## config.mk

```make
export PLATFORM = sky130hd
export DESIGN_NAME = timer_counter
export DESIGN_NICKNAME = d
export VERILOG_FILES = /design/src/rtl/timer_counter.sv
export SDC_FILE = /design/constraint.sdc
export NUM_CORES = 1
export LEC_CHECK = 0
export ABC_AREA = 1
export BUFFER_PORTS_ARGS = -buffer_cell sky130_fd_sc_hd__buf_2
export CORE_AREA = 2 2 118 120
export CTS_CLUSTER_SIZE = 16
export DETAILED_ROUTE_END_ITERATION = 8
export DIE_AREA = 0 0 120 122
export HOLD_SLACK_MARGIN = 0.03
export PLACE_DENSITY = 0.45
export SETUP_SLACK_MARGIN = 0.5
export SLEW_MARGIN = 20
export SYNTH_ARGS = -nofsm -noshare
export SYNTH_HDL_FRONTEND = slang
export SYNTH_SLANG_ARGS = --single-unit
```

## constraint.sdc

```tcl
create_clock -name HCLK -period 2.8 [get_ports HCLK]
set_input_delay 0.14 -clock HCLK [delete_from_list [all_inputs] [get_ports HCLK]]
set_output_delay 0.14 -clock HCLK [all_outputs]
set_load 0.1 [all_outputs]
```

## src/rtl/timer_counter.sv

```systemverilog
// Tick-driven WIDTH-bit up-counter with auto-reload, compare match, one-shot/periodic modes, sticky flags and IRQ.
// Register writes and counting take effect one HCLK after the strobe or tick; irq lags its flag by one cycle. No backpressure.
module timer_counter #(
   parameter int WIDTH = 16
) (
   input  logic             HCLK,
   input  logic             n_RST,
   input  logic             tim_clk,
   input  logic             bypass,
   input  logic             en,
   input  logic             one_shot,
   input  logic             arr_we,
   input  logic [WIDTH-1:0] arr_in,
   input  logic             ccr_we,
   input  logic [WIDTH-1:0] ccr_in,
   input  logic             cnt_we,
   input  logic [WIDTH-1:0] cnt_in,
   input  logic             clr_ovf,
   input  logic             clr_cmp,
   input  logic             ovf_ie,
   input  logic             cmp_ie,
   output logic [WIDTH-1:0] count,
   output logic             ovf_flag,
   output logic             cmp_flag,
   output logic             running,
   output logic             irq
);

   typedef enum logic [1:0] {IDLE, RUN, DONE} state_t;

   state_t           state;
   state_t           state_nxt;
   logic             tim_clk_q;
   logic             tick;
   logic             advance;
   logic             cmp_set;
   logic             ovf_set;
   logic [WIDTH-1:0] arr;
   logic [WIDTH-1:0] ccr;

   // tim_clk is derived from HCLK, so a single sample flop is enough for edge detection
   assign tick    = bypass | (tim_clk & ~tim_clk_q);
   // a counter load in the same cycle suppresses the increment and both flag sets
   assign advance = (state == RUN) & en & tick & ~cnt_we;
   assign cmp_set = advance & (count == ccr);
   assign ovf_set = advance & (count >= arr);

   always_comb begin
      state_nxt = state;
      running   = 1'b0;
      case (state)
         IDLE: begin
            if (en) state_nxt = RUN;
         end
         RUN: begin
            running = 1'b1;
            if (!en)
               state_nxt = IDLE;
            else if (ovf_set && one_shot)
               state_nxt = DONE;
         end
         DONE: begin
            if (!en) state_nxt = IDLE;
         end
         default: state_nxt = IDLE;
      endcase
   end

   always_ff @(posedge HCLK or negedge n_RST) begin
      if (!n_RST) begin
         state     <= IDLE;
         tim_clk_q <= 1'b0;
         arr       <= '1;
         ccr       <= '1;
         count     <= '0;
         ovf_flag  <= 1'b0;
         cmp_flag  <= 1'b0;
         irq       <= 1'b0;
      end else begin
         state     <= state_nxt;
         tim_clk_q <= tim_clk;
         if (arr_we) arr <= arr_in;
         if (ccr_we) ccr <= ccr_in;
         if (cnt_we)
            count <= cnt_in;
         else if (advance)
            count <= ovf_set ? '0 : count + {{(WIDTH-1){1'b0}}, 1'b1};
         ovf_flag  <= ovf_set | (ovf_flag & ~clr_ovf);
         cmp_flag  <= cmp_set | (cmp_flag & ~clr_cmp);
         irq       <= (ovf_flag & ovf_ie) | (cmp_flag & cmp_ie);
      end
   end

endmodule

```

==> impl_metrics.toml, run 1 <==
[synthesis]
synth_top_flop_cell = "sky130_fd_sc_hd__dfstp_2"
synth.area.mux_share_pct = 2.38
synth-compound-area-share_pct = 10.3
synth_simple_gate_area_share_pct = 26.4
synthesized_area_per_cell_um2 = 7.65
synth.area.top_cells = "sky130_fd_sc_hd__dfstp_2 (25%), sky130_fd_sc_hd__dfrtp_1 (17%), sky130_fd_sc_hd__nand2_1 (14%)"
seq_cells_post_synth = 54
synthesized_area_fraction_occupied_by_xor_and_xnor_cells_pct = 1.85
synth_area_um2 = 3310
synth_top_family_by_area = "simple AND/OR/NAND/NOR gates"
synth_enable_flop_cells = 0
synthesis.instances = 432
async_flop_share_pct = 100
synth-seq-area-share_pct = 42.1
synthDominantAreaCellType = "sky130_fd_sc_hd__dfstp_2"
yosys.area.top_type_share_pct = 25.4
yosys.area_share.adder_pct = 6.43
net_count_synth = 510
post_synth_num_cell_types = 33
ys.warnings.count = 0

[timing]
timing.fmax_mhz = 500
min_period_over_period_pct = 71.5
maxSlewHeadroom_pct = 51.0
worst_slew_pin_slew_ns = 0.736
fin_skew_ns = 0.00671
worst_setup_margin_ns = 0.799
grt_setup_unrepaired = "no"
report.final.setup_viol = 0
timing.final.hold_violations = 0
timing.final.crit_period_ns = 2.00
finalSetupTns_ns = 0
final_max_slew_viol_count = 0

[finish]
total_area_of_sequential_cells_um2 = 1390
post_route_cells_drive_above_1_share_pct = 29.0
multiInputGateArea_um2 = 1570
fillers = 1477
antenna_cells = 0
syn_to_final_growth_pct = 23.2
nets = 591

[global_route]
maximum_number_of_pins_on_one_net_before_global_route_repair = 32
grt_usage_pct = 13.7
antenna_violations_before_repair = 0
globalRoute.totalOverflow = 0
grtUsageMet3_pct = 3.09
grt-busiest-layer = "met2"
grt_pass1_wl_um = 15400
grt_pass1_vias = 3018
grtUsageMet1_pct = 17.3
met2_capacity_usage_during_global_routing_pct = 23.3

[clocking]
clk_root_buffer_cell = "sky130_fd_sc_hd__clkbuf_16"
clkSinkCount = 54
h-tree-depth = 2
cts-resized-gates = 0
worst_skew_pair.late_latency_ns = 0.30
cts_max_path_buffers = 2
cts_tree = "built"
numCtsBuffers = 5
clkTransAtPathRegs_ns = 0.08

[critical_path]
cp_buf_inv_count = 1
cp_cell_sequence = "inv_1, ha_1, nand2_1, nor3_1, nand2_1, nand2_1, nand2_2, nand3_1, nand2_1"
crit_arrival_ns = 2.19
critPathMostFrequentCell = "sky130_fd_sc_hd__nand2_1"
timing.reg2reg.setup_slack_ns = 0.80
critPathSlowestCell = "sky130_fd_sc_hd__dfstp_2"
start_kind = "register"
top_cell_family_by_delay_on_the_critical_path = "simple AND/OR/NAND/NOR gates"
worst-path-max-fanout = 15
cp_data_required_time_ns = 2.99
max_stage_delay_ns = 0.52
criticalPathCategory = "reg2reg"
cp_capture_type = "register"

[drt]
vias_per_cell = 4.29
post_drt_wl_per_cell_um = 13.7
dr_total_vias = 2977
postRouteAntennaNets = 0
route.final.wire_length_um = 9520
drc_errors = 0
dr.pass1.iters = 4
first_iter_violations = 139

[min_path]
hold_path_class = "in2reg"

[placement]
hpwlAfterDp_um = 7350
pre_cts_ws_ns = 0.788
routabilityCongestion = 0.874
portBuffers = 80

[status]
status = "completed"

[floorplan]
total_die_area_um2 = 14600
die_width_um = 120
io_pins = 81
placement_rows = 43
floorplan.initialDensity_pct = 24.5
core_area_um2 = 13500
die_height_um = 122

[power]
lkg_pwr_nw = 2.07
power_per_cell_area_nw_per_um2 = 609
vdd_drop_max_mv = 0.270

[job]
max_cap_viol_count = 0
==> flip-flops by register name, summed over array words and instances (netlist names) <==
name and flops:
ccr 16, arr 16, irq 1, cmp_flag 1
state 2, ovf_flag 1, count 16, tim_clk_q 1
==> cell usage after synthesis (2+ instances only) <==
cell type	number
sky130_fd_sc_hd__a22o_1	3
sky130_fd_sc_hd__nand3_1	27
sky130_fd_sc_hd__inv_1	69
sky130_fd_sc_hd__nand4_1	10
sky130_fd_sc_hd__nor2_1	19
sky130_fd_sc_hd__dfrtp_1	22
sky130_fd_sc_hd__nand2_1	122
sky130_fd_sc_hd__mux2_2	7
sky130_fd_sc_hd__inv_2	3
sky130_fd_sc_hd__buf_2	2
sky130_fd_sc_hd__nor3_1	7
sky130_fd_sc_hd__nand2_2	5
sky130_fd_sc_hd__o21ai_0	44
sky130_fd_sc_hd__a21oi_1	10
sky130_fd_sc_hd__dfstp_2	32
sky130_fd_sc_hd__nor2_4	3
sky130_fd_sc_hd__nor2_2	3
sky130_fd_sc_hd__xnor2_1	5
sky130_fd_sc_hd__clkbuf_1	6
sky130_fd_sc_hd__xor2_1	2
sky130_fd_sc_hd__ha_1	17
sky130_fd_sc_hd__buf_6	3
==> layer usage <==
layer / wire [µm] / vias to the layer above
met5: 0 / -
met4: 172 / 0
met3: 427 / 9
met2: 4500 / 57
met1: 4420 / 1381
li1: - / 1530
==> final timing paths <==
kind | from | end | cells past startpoint
worst max-delay path | arr[15]$_DFFE_PN1P_ | count[6]$_DFFE_PN0P_ | 9
worst min-delay path | arr_in[4] | arr[4]$_DFFE_PN1P_ | 3
worst max register to register | arr[15]$_DFFE_PN1P_ | count[6]$_DFFE_PN0P_ | 9
worst min register to register | arr[14]$_DFFE_PN1P_ | arr[14]$_DFFE_PN1P_ | 2
max in group asynchronous | n_RST | ccr[6]$_DFFE_PN1P_ | 4
min in group asynchronous | n_RST | count[3]$_DFFE_PN0P_ | 2
==> tightest hold or removal path, stage by stage <==
cell	delay (ns)
sky130_fd_sc_hd__buf_2	0.08
sky130_fd_sc_hd__nand2_1	0.04
sky130_fd_sc_hd__o21ai_0	0.06
==> logic make-up (layout without fill, tap and decap cells) <==
kind of cell / count (synthesis) / in the layout
AND/OR/NAND/NOR: 199 / 199
buffers and inverters: 85 / 167
AO/OA/AOI/OAI: 63 / 63
flip-flops: 54 / 54
adder cells (fa/ha/maj): 17 / 17
XOR/XNOR: 7 / 7
multiplexers: 7 / 7
==> power by group <==
part / total [mW] / internal [mW] / switching, mW
clock: 0.673 / 0.361 / 0.312
combinational: 0.818 / 0.230 / 0.589
sequential: 0.988 / 0.891 / 0.0979
total: 2.48 / 1.48 / 0.999
==> per-stage QoR <==
stage | instances | total power [mW] | hold WS [ns] | utilization (%) | instance area [µm²]
floorplan | 432 | 1.60 | -0.156 | - | 3310
global placement | 682 | 1.81 | 0.258 | 28.7 | 3880
detailed placement | 682 | 1.83 | 0.250 | 28.7 | 3880
CTS | 694 | 2.51 | 0.0472 | 30.2 | 4070
global route | 694 | 2.63 | 0.0526 | 30.2 | 4070
finish | 694 | 2.48 | 0.0517 | 30.2 | 4070
==> area by class of cell <==
cell class              instances  share of cell area [%]
clock buffers                   6                    3.41
flip-flops and latches         54                    34.2
clock inverters                 2                   0.399
multi-input cells             293                    38.5
inverters                      72                    6.64
well taps                     180                    5.53
repair buffers                 87                    11.4
==> repair_timing <==
item	CTS	global route
buffers inserted	0	0
hold endpoints to repair	17	0
hold buffers	4	0
==> cell usage in the layout, fill, tap and decap left out, types with 2 or more instances in the layout <==
| cell | n |
|---|---|
| sky130_fd_sc_hd__nand2_1 | 122 |
| sky130_fd_sc_hd__buf_2 | 80 |
| sky130_fd_sc_hd__a21oi_1 | 10 |
| sky130_fd_sc_hd__inv_1 | 69 |
| sky130_fd_sc_hd__clkbuf_16 | 5 |
| sky130_fd_sc_hd__nand2_2 | 5 |
| sky130_fd_sc_hd__nor2_1 | 19 |
| sky130_fd_sc_hd__inv_2 | 3 |
| sky130_fd_sc_hd__xor2_1 | 2 |
| sky130_fd_sc_hd__buf_4 | 3 |
| sky130_fd_sc_hd__a22o_1 | 3 |
| sky130_fd_sc_hd__mux2_2 | 7 |
| sky130_fd_sc_hd__nor2_4 | 3 |
| sky130_fd_sc_hd__dfrtp_1 | 21 |
| sky130_fd_sc_hd__dlygate4sd3_1 | 4 |
| sky130_fd_sc_hd__nor2_2 | 3 |
| sky130_fd_sc_hd__ha_1 | 17 |
| sky130_fd_sc_hd__xnor2_1 | 5 |
| sky130_fd_sc_hd__nand3_1 | 27 |
| sky130_fd_sc_hd__dfstp_2 | 32 |
| sky130_fd_sc_hd__nand4_1 | 10 |
| sky130_fd_sc_hd__o21ai_0 | 44 |
| sky130_fd_sc_hd__nor3_1 | 7 |
Power figures use the tool's default switching activity.
==> run 2: changes to the inputs <==
--- a/config.mk
+++ b/config.mk
@@ -5,12 +5,12 @@
 export SDC_FILE = /design/constraint.sdc
 export NUM_CORES = 1
 export LEC_CHECK = 0
-export ABC_AREA = 1
+export ABC_AREA = 0
 export BUFFER_PORTS_ARGS = -buffer_cell sky130_fd_sc_hd__buf_2
-export CORE_AREA = 2 2 118 120
+export CORE_AREA = 2 2 116 118
 export CTS_CLUSTER_SIZE = 16
 export DETAILED_ROUTE_END_ITERATION = 8
-export DIE_AREA = 0 0 120 122
+export DIE_AREA = 0 0 118 120
 export HOLD_SLACK_MARGIN = 0.03
 export PLACE_DENSITY = 0.45
 export SETUP_SLACK_MARGIN = 0.5
==> constraint.sdc (replaced) <==
create_clock -name HCLK -period 1.9 [get_ports HCLK]
set_input_delay 0.095 -clock HCLK [delete_from_list [all_inputs] [get_ports HCLK]]
set_output_delay 0.095 -clock HCLK [all_outputs]
set_load 0.1 [all_outputs]
==> impl_metrics.toml, run 2 <==
[status]
status = "finished, violations left"
failed_checks = "setup timing"

[critical_path]
criticalPathCategory = "reg2reg"
cp_data_required_time_ns = 2.09
crit_arrival_ns = 2.21
worst-path-max-fanout = 5
rr_startpoint = "arr[5]$_DFFE_PN1P_"
cp_capture_type = "register"
crit_start = "arr[5]$_DFFE_PN1P_"
start_kind = "register"

[power]
seq_power_share_pct = 31.9
switching_power_mw = 1.83
clock_group_share_of_total_power_pct = 23.2
power_per_cell_area_nw_per_um2 = 964
comb_power_share_pct = 45.0
lkg_pwr_nw = 2.08
power_switching_share_pct = 39.1
p_int_mw = 2.86
vdd_drop_max_mv = 0.615

[floorplan]
floorplan.initialDensity_pct = 24.2
total_die_area_um2 = 14200
io_pins = 81
die_height_um = 120
die_width_um = 118
placement_rows = 42
core_area_um2 = 13000

[clocking]
cts_tree = "built"
clkSinkCount = 54
clk_root_buffer_cell = "sky130_fd_sc_hd__clkbuf_16"
h-tree-depth = 2
clkTransAtPathRegs_ns = 0.07
cts_max_path_buffers = 2
worst_skew_pair.late_latency_ns = 0.29
numCtsBuffers = 5

[placement]
portBuffers = 80
place_inst = 592
routabilityCongestion = 0.761
hpwlAfterDp_um = 6700

[finish]
final_common_cell = "sky130_fd_sc_hd__buf_2"
utilization_pct = 37.5
total_area_of_sequential_cells_um2 = 1440
post_route_cells_drive_above_1_share_pct = 53.2
multiInputGateArea_um2 = 1880
reg_top3 = "arr: 16 flops, ccr: 16 flops, count: 16 flops"
antenna_cells = 0
nets = 534
most_frequent_cells_in_the_layout = "sky130_fd_sc_hd__buf_2 (68), sky130_fd_sc_hd__buf_4 (37), sky130_fd_sc_hd__dfstp_2 (32)"
post_layout_nonfiller_instances = 633
fillers = 1332
syn_to_final_growth_pct = 54.9

[timing]
timing.final.hold_violations = 0
report.final.setup_viol = 19
timing.final.crit_period_ns = 2.03
maxSlewHeadroom_pct = 49.3
final_max_slew_viol_count = 0
grt_setup_unrepaired = "yes"
worst_setup_margin_ns = -0.127
timing.fmax_mhz = 493
worst_slew_pin_slew_ns = 0.760
min_period_over_period_pct = 107
fin_skew_ns = 0.00622

[drt]
first_iter_violations = 143
dr_total_vias = 2807
drc_errors = 0
route.final.wire_length_um = 9080
postRouteAntennaNets = 0
vias_per_cell = 4.43
dr.pass1.iters = 4
post_drt_wl_per_cell_um = 14.3

[synthesis]
async_flop_share_pct = 100
synth_enable_flop_cells = 0
synthesis.instances = 317
net_count_synth = 395
synthesized_area_per_cell_um2 = 9.91
synth_top_flop_cell = "sky130_fd_sc_hd__dfstp_2"
synthDominantAreaCellType = "sky130_fd_sc_hd__dfstp_2"
synth_top_cells_by_count = "sky130_fd_sc_hd__dfstp_2 (32), sky130_fd_sc_hd__nand2_1 (27), sky130_fd_sc_hd__o21ai_0 (25)"
ys.warnings.count = 0
yosys.area.top_type_share_pct = 26.8
synth_area_um2 = 3140
synth-seq-area-share_pct = 44.3
synth_most_common_cell = "sky130_fd_sc_hd__dfstp_2"
seq_cells_post_synth = 54
post_synth_num_cell_types = 47
synth.area.top_cells = "sky130_fd_sc_hd__dfstp_2 (27%), sky130_fd_sc_hd__dfrtp_1 (18%), sky130_fd_sc_hd__ha_1 (6.8%)"

[global_route]
grt_usage_pct = 13.3
maximum_number_of_pins_on_one_net_before_global_route_repair = 47
grt_pass1_wl_um = 15200
antenna_violations_before_repair = 0
globalRoute.totalOverflow = 0
grt_pass1_vias = 2956

[min_path]
hold_path_class = "in2reg"
min-delay-start = "cnt_in[11]"

[job]
max_cap_viol_count = 0
run 2: final cells by class:
cell class / count / share of cell area (%)
tap: 176 / 4.52
inverter: 20 / 1.59
clock buffer: 7 / 2.93
timing repair buffer: 148 / 22.0
multi-input combinational: 227 / 38.7
clock inverter: 1 / 0.617
sequential: 54 / 29.7
run 2: layer usage:
layer	up-vias	part of all wire, %	track usage, %
li1	1401	-	-
met4	0	1.5	3.77
met1	1329	49	18.6
met5	-	0	0
met3	11	3.3	2.19
met2	66	46	21.3
run 2: worst paths after layout:
kind | endpoint | slack, ns | cells past startpoint
hold reg to reg | arr[9]$_DFFE_PN1P_ | 0.51 | 2
setup reg to reg | state[1]$_DFFE_PN0P_ | -0.13 | 9
max in group asynchronous | ccr[7]$_DFFE_PN1P_ | 0.77 | 3
setup / recovery | state[1]$_DFFE_PN0P_ | -0.13 | 9
min in group asynchronous | count[2]$_DFFE_PN0P_ | 0.39 | 2
hold / removal | count[11]$_DFFE_PN0P_ | 0.03 | 3
run 2: what timing repair did:
action                                  in CTS  in global routing
gates cloned                                 1                  0
pin swaps                                   22                 19
setup buffers                                2                  2
endpoints found under the hold margin       43                  0
hold buffers                                28                  0
endpoints found under the setup margin      30                 22
resized for setup                           46                 24
run 2: power groups by stage:
| stage | clock network [mW] | registers [mW] | logic (mW) |
|---|---|---|---|
| floorplan | 0 | 2.08 | 0.640 |
| global placement | 0 | 1.49 | 1.80 |
| detailed placement | 0 | 1.50 | 1.81 |
| CTS | 1.12 | 1.49 | 2.03 |
| global route | 1.17 | 1.52 | 2.28 |
| finish | 1.09 | 1.50 | 2.11 |
run 2: critical path, cell delays in order (launching register included):
cell                      delay [ns]
sky130_fd_sc_hd__dfstp_2        0.53
sky130_fd_sc_hd__inv_2          0.04
sky130_fd_sc_hd__ha_4           0.20
sky130_fd_sc_hd__or3_4          0.37
sky130_fd_sc_hd__a21oi_4        0.13
sky130_fd_sc_hd__nor3_2         0.06
sky130_fd_sc_hd__a21oi_2        0.15
sky130_fd_sc_hd__buf_6          0.16
sky130_fd_sc_hd__nor3_4         0.05
sky130_fd_sc_hd__a32o_1         0.23
run 2: cell families after synthesis:
logic type | after synthesis | share of synthesized area (%)
and+or+nand+nor | 119 | 22.2
AOI/OAI and AO/OA | 58 | 11.5
DFF | 54 | 44.3
buffers and inverters | 36 | 4.66
muxes | 17 | 6.09
adders and majority gates | 17 | 6.77
xor gates and xnor gates | 16 | 4.46
run 2: per-stage QoR:
stage | TNS [ns] | hold slack [ns] | worst slack (ns) | area, µm² | power [mW]
floorplan | -2.52 | -0.201 | -0.155 | 3290 | 2.72
global placement | -2.34 | 0.180 | -0.182 | 4120 | 3.29
detailed placement | -2.82 | 0.181 | -0.221 | 4120 | 3.31
CTS | -2.44 | 0.0314 | -0.173 | 4750 | 4.64
global route | -3.60 | 0.0355 | -0.246 | 4870 | 4.97
finish | -1.46 | 0.0289 | -0.127 | 4870 | 4.69
==> run 3: changes to the inputs <==
--- a/config.mk
+++ b/config.mk
@@ -7,12 +7,12 @@
 export LEC_CHECK = 0
 export ABC_AREA = 0
 export BUFFER_PORTS_ARGS = -buffer_cell sky130_fd_sc_hd__buf_2
-export CORE_AREA = 2 2 116 118
+export CORE_AREA = 2 2 83 85
 export CTS_CLUSTER_SIZE = 16
 export DETAILED_ROUTE_END_ITERATION = 8
-export DIE_AREA = 0 0 118 120
+export DIE_AREA = 0 0 85 87
 export HOLD_SLACK_MARGIN = 0.03
-export PLACE_DENSITY = 0.45
+export PLACE_DENSITY_LB_ADDON = 0.2
 export SETUP_SLACK_MARGIN = 0.5
 export SLEW_MARGIN = 20
 export SYNTH_ARGS = -nofsm -noshare
==> impl_metrics.toml, run 3 (synthesized netlist as in run 2, its figures left out) <==
[timing]
timing.final.hold_violations = 0
min_period_over_period_pct = 108
worst_setup_margin_ns = -0.148
finalSetupTns_ns = -1.58
grt_setup_unrepaired = "yes"
timing.fmax_mhz = 488
timing.final.crit_period_ns = 2.05
fin_hold_ws_ns = 0.0457
worst_slew_pin_slew_ns = 0.845
final_max_slew_viol_count = 0
report.final.setup_viol = 19
maxSlewHeadroom_pct = 43.7
fin_skew_ns = 0.0131

[global_route]
globalRoute.totalOverflow = 0
grt_pass1_vias = 3032
grt_pass1_wl_um = 14900
maximum_number_of_pins_on_one_net_before_global_route_repair = 53
grt_usage_pct = 26.0
antenna_violations_before_repair = 0

[clocking]
cts_max_path_buffers = 2
h-tree-depth = 2
worst_skew_pair.late_latency_ns = 0.32
numCtsBuffers = 5
clkTransAtPathRegs_ns = 0.11
cts_tree = "built"
clk_root_buffer_cell = "sky130_fd_sc_hd__clkbuf_8"
clkSinkCount = 54

[floorplan]
placement_rows = 30
die_width_um = 85
core_area_um2 = 6570
die_height_um = 87
floorplan.initialDensity_pct = 47.8
io_pins = 81
total_die_area_um2 = 7400

[critical_path]
worst-path-max-fanout = 3
start_kind = "register"
criticalPathCategory = "reg2reg"
crit_arrival_ns = 2.27
cp_data_required_time_ns = 2.12
cp_capture_type = "register"

[drt]
route.final.wire_length_um = 9140
postRouteAntennaNets = 0
drc_errors = 0
dr_total_vias = 2973
vias_per_cell = 5.36
post_drt_wl_per_cell_um = 16.5
dr.pass1.iters = 4
first_iter_violations = 131

[placement]
placed_area_um2 = 3970
hpwlAfterDp_um = 6300
portBuffers = 80
pre_cts_ws_ns = -0.176
routabilityCongestion = 0.869

[finish]
total_area_of_sequential_cells_um2 = 1440
most_frequent_cells_in_the_layout = "sky130_fd_sc_hd__buf_2 (64), sky130_fd_sc_hd__dlygate4sd3_1 (50), sky130_fd_sc_hd__buf_4 (45)"
post_route_cells_drive_above_1_share_pct = 47.6
finalInstanceArea_um2 = 4760
reg_top3 = "arr: 16 flops, ccr: 16 flops, count: 16 flops"
multiInputGateArea_um2 = 1790
syn_to_final_growth_pct = 51.5
nets = 552
final_common_cell = "sky130_fd_sc_hd__buf_2"
antenna_cells = 0
fillers = 447

[job]
max_cap_viol_count = 0

[status]
failed_checks = "setup timing"
status = "finished, violations left"

[power]
lkg_pwr_nw = 2.10
finalPower_mw = 4.24
power_per_cell_area_nw_per_um2 = 890
vdd_drop_max_mv = 0.598

[min_path]
hold_path_class = "in2reg"
## run 3: layout make-up
| type | count | area share, % |
|---|---|---|
| Multi-Input combinational cell | 227 | 37.7 |
| Sequential cell | 54 | 30.3 |
| Timing Repair Buffer | 166 | 26.3 |
| Tap cell | 80 | 2.10 |
| Inverter | 20 | 1.58 |
| Clock buffer | 5 | 1.45 |
| Clock inverter | 3 | 0.604 |
## run 3: worst max-delay path: stages, from the launching register on
cell and delay, ns:
sky130_fd_sc_hd__dfstp_2 0.54, sky130_fd_sc_hd__inv_2 0.05, sky130_fd_sc_hd__ha_4 0.22, sky130_fd_sc_hd__or3_4 0.32, sky130_fd_sc_hd__a21oi_2 0.14, sky130_fd_sc_hd__nor3_2 0.07, sky130_fd_sc_hd__a21oi_2 0.18, sky130_fd_sc_hd__buf_4 0.16
sky130_fd_sc_hd__nor3_4 0.05, sky130_fd_sc_hd__a32o_1 0.23
## run 3: where the power goes
group	leakage [nW]	switching, mW	total [mW]	internal [mW]
Combinational	1.46	1.26	2.04	0.778
Sequential	0.588	0.129	1.51	1.38
Clock	0.0502	0.420	0.694	0.274
Total	2.10	1.81	4.24	2.43
## run 3: path summary, 6_finish.rpt
path / from / end / slack, ns / depth (start not counted)
max: arr[5]$_DFFE_PN1P_ / state[1]$_DFFE_PN0P_ / -0.15 / 9
max in group asynchronous: n_RST / arr[13]$_DFFE_PN1P_ / 0.80 / 3
min in group asynchronous: n_RST / irq$_DFF_PN0_ / 0.33 / 2
min: cnt_in[14] / count[14]$_DFFE_PN0P_ / 0.05 / 3
max reg2reg: arr[5]$_DFFE_PN1P_ / state[1]$_DFFE_PN0P_ / -0.15 / 9
min reg2reg: arr[12]$_DFFE_PN1P_ / arr[12]$_DFFE_PN1P_ / 0.51 / 2
## run 3: stage by stage
stage,utilization (%),cells
detailed placement,60.4,494
finish,72.5,555
floorplan,-,317
global placement,60.4,494
global route,72.5,555
CTS,71.7,554
## run 3: layer usage
layer	GRT usage, %	wire (µm)
met5	0	0
met4	6.49	120
met3	4.64	436
met2	48.6	4880
met1	30.9	3700
## run 3: what timing repair did
item / in CTS / in global routing
buffers inserted: 2 / 1
hold endpoints to repair: 70 / 0
resized for setup: 42 / 11
pin swaps: 13 / 3
hold buffers: 50 / 0
setup endpoints to repair: 35 / 23
